**src/rtl/uart_pkg.sv**
```systemverilog
// Shared UART definitions: transmitter state encoding, parity-mode codes and a parity helper.
package uart_pkg;

    typedef enum logic [2:0] {
        IDLE   = 3'd0,
        START  = 3'd1,
        DATA   = 3'd2,
        PARITY = 3'd3,
        STOP   = 3'd4
    } uart_tx_state_t;

    localparam logic [1:0] PAR_NONE = 2'd0;
    localparam logic [1:0] PAR_EVEN = 2'd1;
    localparam logic [1:0] PAR_ODD  = 2'd2;

    // XOR of the low nbits of c, inverted for odd parity.
    function automatic logic parity_of(input logic [7:0] c, input logic [3:0] nbits,
                                       input logic odd);
        logic p;
        p = odd;
        for (int unsigned i = 0; i < 8; i++) begin
            if (i < 32'(nbits)) begin
                p = p ^ c[i];
            end
        end
        return p;
    endfunction

endpackage

```
**src/rtl/uart_baud_gen.sv**
```systemverilog
// Bit-period timer: counts 0..DIV-1 and flags the terminal count; restart_i parks the count at 0.
module uart_baud_gen #(
    parameter int unsigned DIV = 10
) (
    input  logic clk,
    input  logic rst_n,
    input  logic restart_i,
    output logic tick_o
);

    localparam int unsigned CNT_W = (DIV > 1) ? $clog2(DIV) : 1;

    logic [CNT_W-1:0] cnt_q, cnt_d;
    logic             tick_q;

    always_comb begin
        cnt_d = cnt_q;
        if (restart_i || (cnt_q == CNT_W'(DIV - 1))) begin
            cnt_d = '0;
        end else begin
            cnt_d = cnt_q + CNT_W'(1);
        end
    end

    // tick_q mirrors "cnt_q is at terminal count" so the flag stays registered.
    always_ff @(posedge clk or negedge rst_n) begin
        if (!rst_n) begin
            cnt_q  <= '0;
            tick_q <= (DIV == 1);
        end else begin
            cnt_q  <= cnt_d;
            tick_q <= (cnt_d == CNT_W'(DIV - 1));
        end
    end

    assign tick_o = tick_q;

endmodule

```
**src/rtl/uart_frame_tx.sv**
```systemverilog
// Multi-character UART transmitter: sends len characters as back-to-back frames.
// Parity generation is compiled in only when UART_TX_PARITY_EN is defined.
module uart_frame_tx #(
    parameter int unsigned CHAR_NR   = 8,
    parameter int unsigned DATA_BITS = 8,
    parameter int unsigned CLK_FREQ  = 100_000_000,
    parameter int unsigned BAUD_RATE = 9600
) (
    input  logic                         clk,
    input  logic                         rst_n,
    input  logic [CHAR_NR*8-1:0]         char_array_i,
    input  logic [$clog2(CHAR_NR+1)-1:0] len_i,
    input  logic                         valid_i,
    output logic                         ready_o,
    input  logic [1:0]                   parity_i,
    input  logic                         two_stop_i,
    input  logic                         clr_i,
    output logic                         busy_o,
    output logic                         done_o,
    output logic                         txd_o
);

    import uart_pkg::*;

    localparam int unsigned BAUD_DIV = CLK_FREQ / BAUD_RATE;
    localparam int unsigned LEN_W    = $clog2(CHAR_NR + 1);
    localparam int unsigned IDX_W    = (CHAR_NR > 1) ? $clog2(CHAR_NR) : 1;
    localparam int unsigned MSG_W    = CHAR_NR * 8;

    uart_tx_state_t   state_q;
    logic [MSG_W-1:0] chars_q;
    logic [LEN_W-1:0] len_q;
    logic             par_en_q;
    logic             par_odd_q;
    logic             two_stop_q;
    logic [IDX_W-1:0] char_idx_q;
    logic [2:0]       bit_idx_q;
    logic             stop_idx_q;
    logic             txd_q;
    logic             busy_q;
    logic             done_q;

    logic             tick;
    logic             restart;
    logic             ready_c;
    logic [LEN_W-1:0] len_clamp_c;
    logic [7:0]       cur_char_c;
    logic             last_char_c;
    logic             last_bit_c;
    logic             par_bit_c;
    logic             par_sel_en_c;
    logic             par_sel_odd_c;

`ifdef UART_TX_PARITY_EN
    assign par_sel_en_c  = (parity_i == PAR_EVEN) || (parity_i == PAR_ODD);
    assign par_sel_odd_c = (parity_i == PAR_ODD);
`else
    logic unused_parity;
    assign unused_parity = ^parity_i;
    assign par_sel_en_c  = 1'b0;
    assign par_sel_odd_c = 1'b0;
`endif

    assign ready_c     = (state_q == IDLE) && !clr_i;
    assign len_clamp_c = (32'(len_i) > CHAR_NR) ? LEN_W'(CHAR_NR) : len_i;
    assign cur_char_c  = chars_q[{char_idx_q, 3'b000} +: 8];
    assign last_char_c = ((LEN_W'(char_idx_q) + LEN_W'(1)) == len_q);
    assign last_bit_c  = (bit_idx_q == 3'(DATA_BITS - 1));
    assign par_bit_c   = parity_of(cur_char_c, 4'(DATA_BITS), par_odd_q);

    // Bit timing restarts on every acceptance and on abort.
    assign restart = (state_q == IDLE) || clr_i;

    uart_baud_gen #(
        .DIV(BAUD_DIV)
    ) u_baud (
        .clk      (clk),
        .rst_n    (rst_n),
        .restart_i(restart),
        .tick_o   (tick)
    );

    always_ff @(posedge clk or negedge rst_n) begin
        if (!rst_n) begin
            state_q    <= IDLE;
            chars_q    <= '0;
            len_q      <= '0;
            par_en_q   <= 1'b0;
            par_odd_q  <= 1'b0;
            two_stop_q <= 1'b0;
            char_idx_q <= '0;
            bit_idx_q  <= '0;
            stop_idx_q <= 1'b0;
            txd_q      <= 1'b1;
            busy_q     <= 1'b0;
            done_q     <= 1'b0;
        end else begin
            done_q <= 1'b0;
            if (clr_i) begin
                state_q    <= IDLE;
                char_idx_q <= '0;
                bit_idx_q  <= '0;
                stop_idx_q <= 1'b0;
                txd_q      <= 1'b1;
                busy_q     <= 1'b0;
            end else begin
                unique case (state_q)
                    IDLE: begin
                        if (valid_i) begin
                            chars_q    <= char_array_i;
                            len_q      <= len_clamp_c;
                            par_en_q   <= par_sel_en_c;
                            par_odd_q  <= par_sel_odd_c;
                            two_stop_q <= two_stop_i;
                            char_idx_q <= '0;
                            bit_idx_q  <= '0;
                            stop_idx_q <= 1'b0;
                            if (len_clamp_c == '0) begin
                                done_q <= 1'b1;
                            end else begin
                                state_q <= START;
                                txd_q   <= 1'b0;
                                busy_q  <= 1'b1;
                            end
                        end
                    end
                    START: begin
                        if (tick) begin
                            state_q   <= DATA;
                            bit_idx_q <= '0;
                            txd_q     <= cur_char_c[0];
                        end
                    end
                    DATA: begin
                        if (tick) begin
                            if (!last_bit_c) begin
                                bit_idx_q <= bit_idx_q + 3'd1;
                                txd_q     <= cur_char_c[bit_idx_q + 3'd1];
                            end else if (par_en_q) begin
                                state_q <= PARITY;
                                txd_q   <= par_bit_c;
                            end else begin
                                state_q    <= STOP;
                                stop_idx_q <= 1'b0;
                                txd_q      <= 1'b1;
                            end
                        end
                    end
                    PARITY: begin
                        if (tick) begin
                            state_q    <= STOP;
                            stop_idx_q <= 1'b0;
                            txd_q      <= 1'b1;
                        end
                    end
                    STOP: begin
                        if (tick) begin
                            if (two_stop_q && !stop_idx_q) begin
                                stop_idx_q <= 1'b1;
                            end else if (last_char_c) begin
                                state_q    <= IDLE;
                                char_idx_q <= '0;
                                busy_q     <= 1'b0;
                                done_q     <= 1'b1;
                            end else begin
                                // Next character's start bit follows the stop bit directly.
                                state_q    <= START;
                                char_idx_q <= char_idx_q + IDX_W'(1);
                                stop_idx_q <= 1'b0;
                                txd_q      <= 1'b0;
                            end
                        end
                    end
                    default: begin
                        state_q <= IDLE;
                        txd_q   <= 1'b1;
                        busy_q  <= 1'b0;
                    end
                endcase
            end
        end
    end

    assign ready_o = ready_c;
    assign busy_o  = busy_q;
    assign done_o  = done_q;
    assign txd_o   = txd_q;

endmodule

```
**config.mk**
```make
export PLATFORM = sky130hd
export DESIGN_NAME = uart_frame_tx
export DESIGN_NICKNAME = d
export VERILOG_FILES = /design/src/rtl/uart_pkg.sv /design/src/rtl/uart_baud_gen.sv /design/src/rtl/uart_frame_tx.sv
export SDC_FILE = /design/constraint.sdc
export NUM_CORES = 1
export LEC_CHECK = 0
export CAP_MARGIN = 20
export CORE_MARGIN = 5
export CORE_UTILIZATION = 40
export DETAILED_ROUTE_END_ITERATION = 8
export PLACE_DENSITY = 0.73
export SKIP_LAST_GASP = 1
export SLEW_MARGIN = 0
export SYNTH_ARGS = -nofsm -noshare
export SYNTH_HDL_FRONTEND = slang
export SYNTH_SLANG_ARGS = --single-unit
export TNS_END_PERCENT = 30
```
**constraint.sdc**
```tcl
create_clock -name clk -period 2.6 [get_ports clk]
set_input_delay 0.26 -clock clk [delete_from_list [all_inputs] [get_ports clk]]
set_output_delay 0.26 -clock clk [all_outputs]
set_load 0.01 [all_outputs]
```
==> metrics <==
Final GP Congestion=0.828; Max Clk Rate=0.426 GHz; post-CTS resize count=0; Max stage delay on crit path=0.64 ns; maximum VDD drop=0.000368 V; asr flop ratio synth=1.00; final wirelength=10400 um; CP top delay family=buffers and inverters; DIE HEIGHT=119 um; Vias/cell=5.40; Antenna Violating Nets Remaining=0; Buf/Inv on CP=1; Slew HR=0.599; Final Hold Slack=0.421 ns; clk sinks=97; routed len/inst=16.4 um; Final Setup Violations=0; drt pass-1 iters=4; Seq/Total Area, Yosys=0.507; Post-CTS Setup Repair Bufs=0; Initial Util=0.404; Worst Max-Slew Pin Slew=0.595 ns; share of cells above drive strength 1=0.208; WS Path Type=register to output pin; Power Density=879 nW/um^2; non-filler cells, final=638; kind of end point of the critical path=output pin; largest net degree at the start of global routing=46; Yosys top cell by area=dfrtp_1; Synth Cell Area=4790 um^2; CTS tree=yes; Clock Pin Slew Worst Setup and Hold Paths=0.06 ns; number of flops mapped to enable cells by yosys=0; first-pass GRT wire length=17600 um; Clock Skew=0.00688 ns; Mapped Cells=410; synth top area cells=dfrtp_1 (50%), mux2_2 (16%), mux2i_1 (4.6%); ys flop type=dfrtp_1; Die X=119 um; Crit Path Max Fanout=15; DP Cell Count=622; H-tree depth=3; Synth Register Bits=97; Syn Nets=489; Synth warnings=0; initial antenna violation count=0; Skew-Pair Late Insertion Delay=0.34 ns; setup TNS=0 ns; Crit-path slowest cell=clkdlybuf4s50_1; Worst Setup Start Kind=register; FP Rows=40; GRT Total Usage=0.153; Synth top area share=0.501; IO Pins=79; synthesis-to-finish area growth=26.3%; post-DP HPWL=7690 um; Max clock buf depth=2; DRC violations left=0; CP Cell Sequence=nor4_1 > clkdlybuf4s50_1; full die area=14300 um^2; Congestion Overflow GR=0; outcome=completed; vias in the first global route=3542; Port Buffers=76; critical path arrival=2.09 ns; Cell variety after synth=43; post-route minimum period=2.35 ns; Max-Cap Viols=0; leak pwr=2.41 nW; final period utilization=0.904; Iter 0 DRT Violations=154; cts bufs inserted=9; nets@finish=566; RSZ-0062 raised after global routing=no; count of pins over their slew limit=0; worst hold path type=input port to asynchronous set/reset pin; number of diodes=0; clk root buf=clkbuf_16; final hold violation count=0; Req. time, crit path=2.34 ns; syn avg cell area=11.7 um^2; Pwr Total=0.00532 W; Cell Area, Placed=5750 um^2; Core ar.=11900 um^2; post-layout instance area=6060 um^2; Via Count=3444
==> layout by cell type, fill, tap and decap left out, types with 3 or more instances in the layout <==
cell type	n
o31ai_1	3
xor2_1	7
mux2_2	67
buf_4	8
clkbuf_16	9
o21ai_0	15
nor3_1	11
nor4_1	7
a22oi_1	5
and2_1	3
nand2_1	23
ha_1	4
nand4_1	5
nand2b_1	8
a211oi_1	4
dfrtp_1	96
a2111oi_0	3
a21oi_1	9
buf_12	3
mux4_2	7
mux2i_1	22
inv_1	9
xnor2_1	9
nor2b_1	4
nand4b_1	3
o211ai_1	3
nand3_1	17
nor2_1	26
clkdlybuf4s50_1	75
==> power by group <==
group	total [W]	internal (W)	switching (W)
sequential	0.00246	0.00211	0.000358
clock	0.00132	0.000770	0.000555
combinational	0.00153	0.000911	0.000624
total	0.00532	0.00379	0.00154
==> cells by family (layout without fill, tap and decap cells) <==
family / after synthesis / count (layout) / share of synthesized area
AOI/OAI and AO/OA: 51 / 51 / 0.0676
xor gates and xnor gates: 16 / 16 / 0.0292
adders and majority gates: 4 / 4 / 0.0104
buffers and inverters: 30 / 111 / 0.0279
DFF: 97 / 97 / 0.507
muxes: 96 / 96 / 0.236
and+or+nand+nor: 116 / 116 / 0.122
==> state kept, by name, summed over array words and instances (netlist names), 3 cells and up <==
| register | cells |
|---|---|
| chars_q | 64 |
| u_baud.cnt_q | 14 |
| state_q | 3 |
| len_q | 4 |
| char_idx_q | 3 |
| bit_idx_q | 3 |
==> cell type report <==
cell class              count  area [um^2]
clock inverters             4         52.6
multi-input cells         283         2230
well taps                 147          184
repair buffers             87          881
clock buffers              11          243
fillers                  1030         5810
flip-flops and latches     97         2430
inverters                   9         33.8
==> per-layer routing <==
| metal | share of wire | vias to the layer above | GRT usage | routed length [um] |
|---|---|---|---|---|
| li1 | - | 1646 | - | - |
| met2 | 0.46 | 77 | 0.236 | 4850 |
| met5 | 0 | - | 0 | 0 |
| met3 | 0.037 | 15 | 0.0242 | 386 |
| met1 | 0.48 | 1706 | 0.214 | 5000 |
| met4 | 0.020 | 0 | 0.0673 | 204 |
==> through the flow <==
step	utilization	worst slack [ns]
floorplan	-	0.691
global placement	0.485	0.371
detailed placement	0.485	0.311
CTS	0.511	0.258
global route	0.511	0.0721
finish	0.511	0.251
==> cell usage after synthesis, types with 7 or more instances <==
cell type	n
mux2i_1	22
nor3_1	11
a21oi_1	9
clkbuf_1	16
mux4_2	7
o21ai_0	15
mux2_2	67
xnor2_1	9
nand3_1	17
nand2b_1	8
inv_1	9
dfrtp_1	96
nor4_1	7
nor2_1	26
nand2_1	24
xor2_1	7
==> worst paths after layout <==
| check | start | endpoint | slack (ns) | depth (start not counted) |
|---|---|---|---|---|
| max reg2reg | char_idx_q[0] | char_idx_q[2] | 0.27 | 7 |
| max in group asynchronous | rst_n | txd_o | 1.42 | 3 |
| min reg2reg | bit_idx_q[1] | bit_idx_q[1] | 0.49 | 2 |
| min in group clk | bit_idx_q[1] | bit_idx_q[1] | 0.49 | 2 |
| min | rst_n | u_baud.cnt_q[8] | 0.42 | 2 |
| max | state_q[2] | ready_o | 0.25 | 2 |
==> timing repair <==
item	in CTS	in global routing
endpoints found under the setup margin	0	0
hold buffers	1	0
endpoints found under the hold margin	35	0
(Power assumes the default switching activity.)
==> RTL edit 1 (same flow settings) <==
Change the parameter `DATA_BITS` from 8 to 6.
--- a/src/rtl/uart_frame_tx.sv
+++ b/src/rtl/uart_frame_tx.sv
@@ -2,7 +2,7 @@
 // Parity generation is compiled in only when UART_TX_PARITY_EN is defined.
 module uart_frame_tx #(
     parameter int unsigned CHAR_NR   = 8,
-    parameter int unsigned DATA_BITS = 8,
+    parameter int unsigned DATA_BITS = 6,
     parameter int unsigned CLK_FREQ  = 100_000_000,
     parameter int unsigned BAUD_RATE = 9600
 ) (
Function: same outputs for any inputs over 10 cycles, from zero or initial values and one cycle with rst_n low; that may be too few to reach the edited logic, so the function may still have changed.
==> RTL edit 1 against the unedited design <==
  * Wire length is 6.9% lower
  * Total power rose by 7.5%
  * Sequential cell count unchanged
  * Core utilization rose by 1.3 points
  * First-iteration DRC count is 4.5% lower
  * Setup slack better by 56 ps
  * Final area is essentially flat
  * Hold slack improved by 72 ps
  * Critical path depth rose by 1
  * Area after synthesis shrank 0.47%
  * Critical path type unchanged
==> RTL edit 1: results (changes against the unedited design) <==
\begin{tabular}{lr}
\hline
Metric & Value \\
\hline
\multicolumn{2}{l}{\textbf{Setup path}} \\
Worst path max stage delay & 530 ps (was 640 ps) \\
Crit path DAT & 2030 ps (was 2090 ps) \\
\multicolumn{2}{l}{\textbf{Detailed routing}} \\
Vias per Instance & 5.32 (was 5.40) \\
Total length of routed wires & 9.72 mm (was 10.4 mm) \\
Iteration-0 DRC count of the detailed router & 147 (was 154) \\
\multicolumn{2}{l}{\textbf{Final layout}} \\
Fraction of final layout cells sized beyond drive strength 1 & 0.234 (was 0.208) \\
Filler Cells Inserted & 954 (was 1030) \\
\multicolumn{2}{l}{\textbf{Power and ir drop}} \\
Worst VDD drop & 0.000375 V (was 0.000368 V) \\
Power drawn by the combinational cells & 1750 uW (was 1530 uW) \\
Relative contribution of the clock network to total power & 0.257 (was 0.249) \\
Power dissipated by switching net loads & 1620 uW (was 1540 uW) \\
Leak Pwr & 0.00247 uW (was 0.00241 uW) \\
\multicolumn{2}{l}{\textbf{Synth}} \\
Top post-synthesis cells by count & dfrtp\_1 (96), mux2\_2 (69), nor2\_1 (32) (was dfrtp\_1 (96), mux2\_2 (67), nor2\_1 (26)) \\
Proportion of synthesized chip area in sequential cells & 0.509 (was 0.507) \\
Top cells by area in the synthesized netlist & dfrtp\_1 (50\%), mux2\_2 (16\%), mux4\_2 (4.2\%) (was dfrtp\_1 (50\%), mux2\_2 (16\%), mux2i\_1 (4.6\%)) \\
\multicolumn{2}{l}{\textbf{Placed design}} \\
Detailed Place HPWL & 7.26 mm (was 7.69 mm) \\
Routability congestion estimate from global placement & 0.850 (was 0.828) \\
\multicolumn{2}{l}{\textbf{Status}} \\
Result of the run & finished clean (unchanged) \\
\multicolumn{2}{l}{\textbf{GRT}} \\
Largest net degree at the start of global routing & 62 (was 46) \\
Total track usage & 0.143 (was 0.153) \\
Global-route wire length before repair & 16.7 mm (was 17.6 mm) \\
Via count of the first global-routing pass & 3475 (was 3542) \\
\multicolumn{2}{l}{\textbf{Timing}} \\
Worst clock skew on the final layout & 2.77 ps (was 6.88 ps) \\
\multicolumn{2}{l}{\textbf{Worst hold path}} \\
HP Class & in2async (unchanged) \\
\multicolumn{2}{l}{\textbf{Clock tree}} \\
Clock slew at the register clock pins of the worst setup and hold paths & 60 ps (about the same) \\
\hline
\end{tabular}
-- RTL edit 1: through the flow --
step	utilization	worst slack, ps	power, uW	instances
global placement	0.494	388	4200	597
finish	0.524	306	5720	613
CTS	0.524	287	5780	613
detailed placement	0.494	395	4290	597
floorplan	-	612	3730	392
global route	0.524	196	6090	613
-- RTL edit 1: routing by layer --
| layer | share of wire | GRT usage |
|---|---|---|
| met5 | 0 | 0 |
| met3 | 0.037 | 0.0299 |
| met2 | 0.50 | 0.239 |
| met1 | 0.46 | 0.187 |
| met4 | 0.012 | 0.0471 |
-- RTL edit 1: cell type report --
type / count / area (um2) / share of cell area
Clock buffer: 9 / 225 / 0.0372
Clock inverter: 6 / 108 / 0.0178
Inverter: 3 / 11.3 / 0.00186
Multi-Input combinational cell: 268 / 2220 / 0.367
Sequential cell: 97 / 2430 / 0.401
Tap cell: 143 / 179 / 0.0295
Timing Repair Buffer: 87 / 881 / 0.145
-- RTL edit 1: cell families after synthesis --
kind of cell	synth area share
buffers and inverters	0.0252
xor gates and xnor gates	0.0312
muxes	0.248
and+or+nand+nor	0.111
adders and majority gates	0.0105
AOI/OAI and AO/OA	0.0656
DFF	0.509
-- RTL edit 1: timing repair --
action	in CTS	in global routing
hold buffers	1	0
buffers inserted	0	0
endpoints found under the hold margin	48	0
-- RTL edit 1: path summary, 6_finish.rpt --
path                                 startpoint               to  slack [ps]  cells past startpoint
worst max-delay path                 state_q[2]          ready_o         310                      3
worst min-delay path                      rst_n      chars_q[36]         490                      2
worst max register to register  u_baud.cnt_q[0]    u_baud.tick_o         400                      7
worst min register to register  u_baud.cnt_q[0]  u_baud.cnt_q[0]         500                      1
max in group asynchronous                 rst_n            txd_o        1370                      3
min in group clk                u_baud.cnt_q[0]  u_baud.cnt_q[0]         500                      1
==> RTL edit 2 (config.mk and constraints unchanged) <==
Without the edit above. Encoding of `uart_tx_state_t`: now one-hot (5 bits for 5 states).
--- a/src/rtl/uart_pkg.sv
+++ b/src/rtl/uart_pkg.sv
@@ -1,12 +1,12 @@
 // Shared UART definitions: transmitter state encoding, parity-mode codes and a parity helper.
 package uart_pkg;
 
-    typedef enum logic [2:0] {
-        IDLE   = 3'd0,
-        START  = 3'd1,
-        DATA   = 3'd2,
-        PARITY = 3'd3,
-        STOP   = 3'd4
+    typedef enum logic [4:0] {
+        IDLE   = 5'b00001,
+        START  = 5'b00010,
+        DATA   = 5'b00100,
+        PARITY = 5'b01000,
+        STOP   = 5'b10000
     } uart_tx_state_t;
 
     localparam logic [1:0] PAR_NONE = 2'd0;
Behaviour: no difference found for any inputs over 10 cycles, from zero or initial values and one cycle with rst_n low; not proved beyond that.
==> RTL edit 2 against the unedited design <==
  * First-iteration DRC count grew 4.5%
  * Clock power fell by 4%
  * Global-route usage fell by 0.22 points
  * Total power grew 9.7%
  * Wire length up 4.3%
  * Largest power group unchanged
  * Via count down 3.4%
  * Hold slack better by 78 ps
  * Highest routed layer unchanged
  * Area after synthesis increased by 8.5%
  * Setup slack worse by 100 ps
  * Final area grew 6.8%
  * Largest cell class is now multi-input gates
  * Sequential cell count grew 1
  * Die area up 7.8%
  * Combinational power rose by 33%
==> RTL edit 2: results (changes against the unedited design) <==
\begin{tabular}{lr}
\hline
Metric & Value \\
\hline
\multicolumn{2}{l}{\textbf{Timing}} \\
Clock period minus worst slack & 2450 ps (was 2350 ps) \\
Worst slew margin relative to its limit & 0.555 (was 0.599) \\
\multicolumn{2}{l}{\textbf{Detailed routing}} \\
Number of vias in the routed layout & 3327 (was 3444) \\
WL/cell & 16.8 um (was 16.4 um) \\
Iteration-0 DRC count of the detailed router & 161 (was 154) \\
\multicolumn{2}{l}{\textbf{Final layout}} \\
Top flop regs & chars\_q: 64 flops, u\_baud.cnt\_q: 14 flops (was chars\_q: 64 flops, u\_baud.cnt\_q: 14 flops, len\_q: 4 flops) \\
Filler Cells Inserted & 1104 (was 1030) \\
Diodes inserted & 0 (unchanged) \\
Fraction of final layout cells sized beyond drive strength 1 & 0.262 (was 0.208) \\
Number of nets in the finished design & 551 (was 566) \\
\multicolumn{2}{l}{\textbf{Status}} \\
Result of the run & finished clean (unchanged) \\
\multicolumn{2}{l}{\textbf{GRT}} \\
Largest net degree at the start of global routing & 53 (was 46) \\
Total track usage & 0.151 (was 0.153) \\
Global-route wire length before repair & 18.0 mm (was 17.6 mm) \\
Via count of the first global-routing pass & 3589 (was 3542) \\
\multicolumn{2}{l}{\textbf{Synth}} \\
Top post-synthesis cells by count & dfrtp\_1 (96), mux2\_4 (60), nor2\_1 (21) (was dfrtp\_1 (96), mux2\_2 (67), nor2\_1 (26)) \\
Count of distinct cell types in the synthesized netlist & 63 (was 43) \\
Proportion of synthesized chip area in sequential cells & 0.472 (was 0.507) \\
Area share of the leading cell type in the synthesized netlist & 0.462 (was 0.501) \\
Top cells by area in the synthesized netlist & dfrtp\_1 (46\%), mux2\_4 (17\%), mux4\_2 (6.5\%) (was dfrtp\_1 (50\%), mux2\_2 (16\%), mux2i\_1 (4.6\%)) \\
Post-Syn Nets & 466 (was 489) \\
\multicolumn{2}{l}{\textbf{Power and ir drop}} \\
Power dissipated by switching net loads & 1670 uW (was 1540 uW) \\
Leak Pwr & 0.00285 uW (was 0.00241 uW) \\
Worst VDD drop & 0.000419 V (was 0.000368 V) \\
\multicolumn{2}{l}{\textbf{Placed design}} \\
Post-placement worst setup slack & 293 ps (was 311 ps) \\
Detailed Place HPWL & 8.01 mm (was 7.69 mm) \\
Routability congestion estimate from global placement & 0.846 (was 0.828) \\
\multicolumn{2}{l}{\textbf{Setup path}} \\
Crit path DAT & 2190 ps (was 2090 ps) \\
\hline
\end{tabular}
==> RTL edit 2: cells by family after synthesis <==
kind of cell,share of synthesized area
AO/OA/AOI/OAI,0.0596
XOR/XNOR,0.0320
adder cells (fa/ha/maj),0.00962
buffers and inverters,0.0382
flip-flops,0.472
multiplexers,0.284
AND/OR/NAND/NOR,0.105
==> RTL edit 2: power by group through the flow <==
| stage | logic [uW] | clock network, uW | registers [uW] |
|---|---|---|---|
| global placement | 1980 | 0 | 2520 |
| finish | 2030 | 1270 | 2540 |
| CTS | 2040 | 1300 | 2540 |
| global route | 2180 | 1370 | 2620 |
| floorplan | 1670 | 0 | 2390 |
| detailed placement | 2030 | 0 | 2560 |
==> RTL edit 2: area by class of cell <==
type | instances | share of cell area
Multi-Input combinational cell | 259 | 0.394
Sequential cell | 98 | 0.379
Inverter | 10 | 0.00580
Clock inverter | 6 | 0.00832
Clock buffer | 10 | 0.0369
Tap cell | 172 | 0.0333
Timing Repair Buffer | 94 | 0.142
==> RTL edit 2: per-stage QoR <==
stage          instances  utilization  instance area (um2)  power, uW  hold WS (ps)
2_1_floorplan        387            -                 5200       4060         -35.6
3_3_place_gp         632        0.487                 6170       4500           328
3_5_place_dp         632        0.487                 6170       4580           342
4_1_cts              649        0.511                 6470       5890           507
5_1_grt              649        0.511                 6470       6170           515
6_report             649        0.511                 6470       5840           499
==> RTL edit 2: final timing paths <==
path / start / end / depth (start not counted)
setup / recovery: state_q[0] / ready_o / 3
hold / removal: rst_n / chars_q[52] / 2
setup reg to reg: state_q[0] / chars_q[16] / 5
hold reg to reg: chars_q[10] / chars_q[10] / 1
max in group asynchronous: rst_n / txd_o / 3
min in group clk: chars_q[10] / chars_q[10] / 1
==> RTL edit 2: routing by layer <==
metal,GRT usage,vias up,routed length [um]
li1,-,1585,-
met1,0.203,1680,5120
met2,0.245,57,5330
met3,0.0300,5,308
met4,0.0513,0,128
met5,0,-,0
==> RTL edit 2: worst max-delay path, cell delays in order (launching register included) <==
cell	delay [ps]
dfstp_2	680
nor4b_2	290
and2_1	300
clkdlybuf4s50_1	590
==> RTL edit 2: timing repair <==
action,in CTS,in global routing
hold endpoints to repair,48,0
endpoints found under the setup margin,0,0
hold buffers,1,0
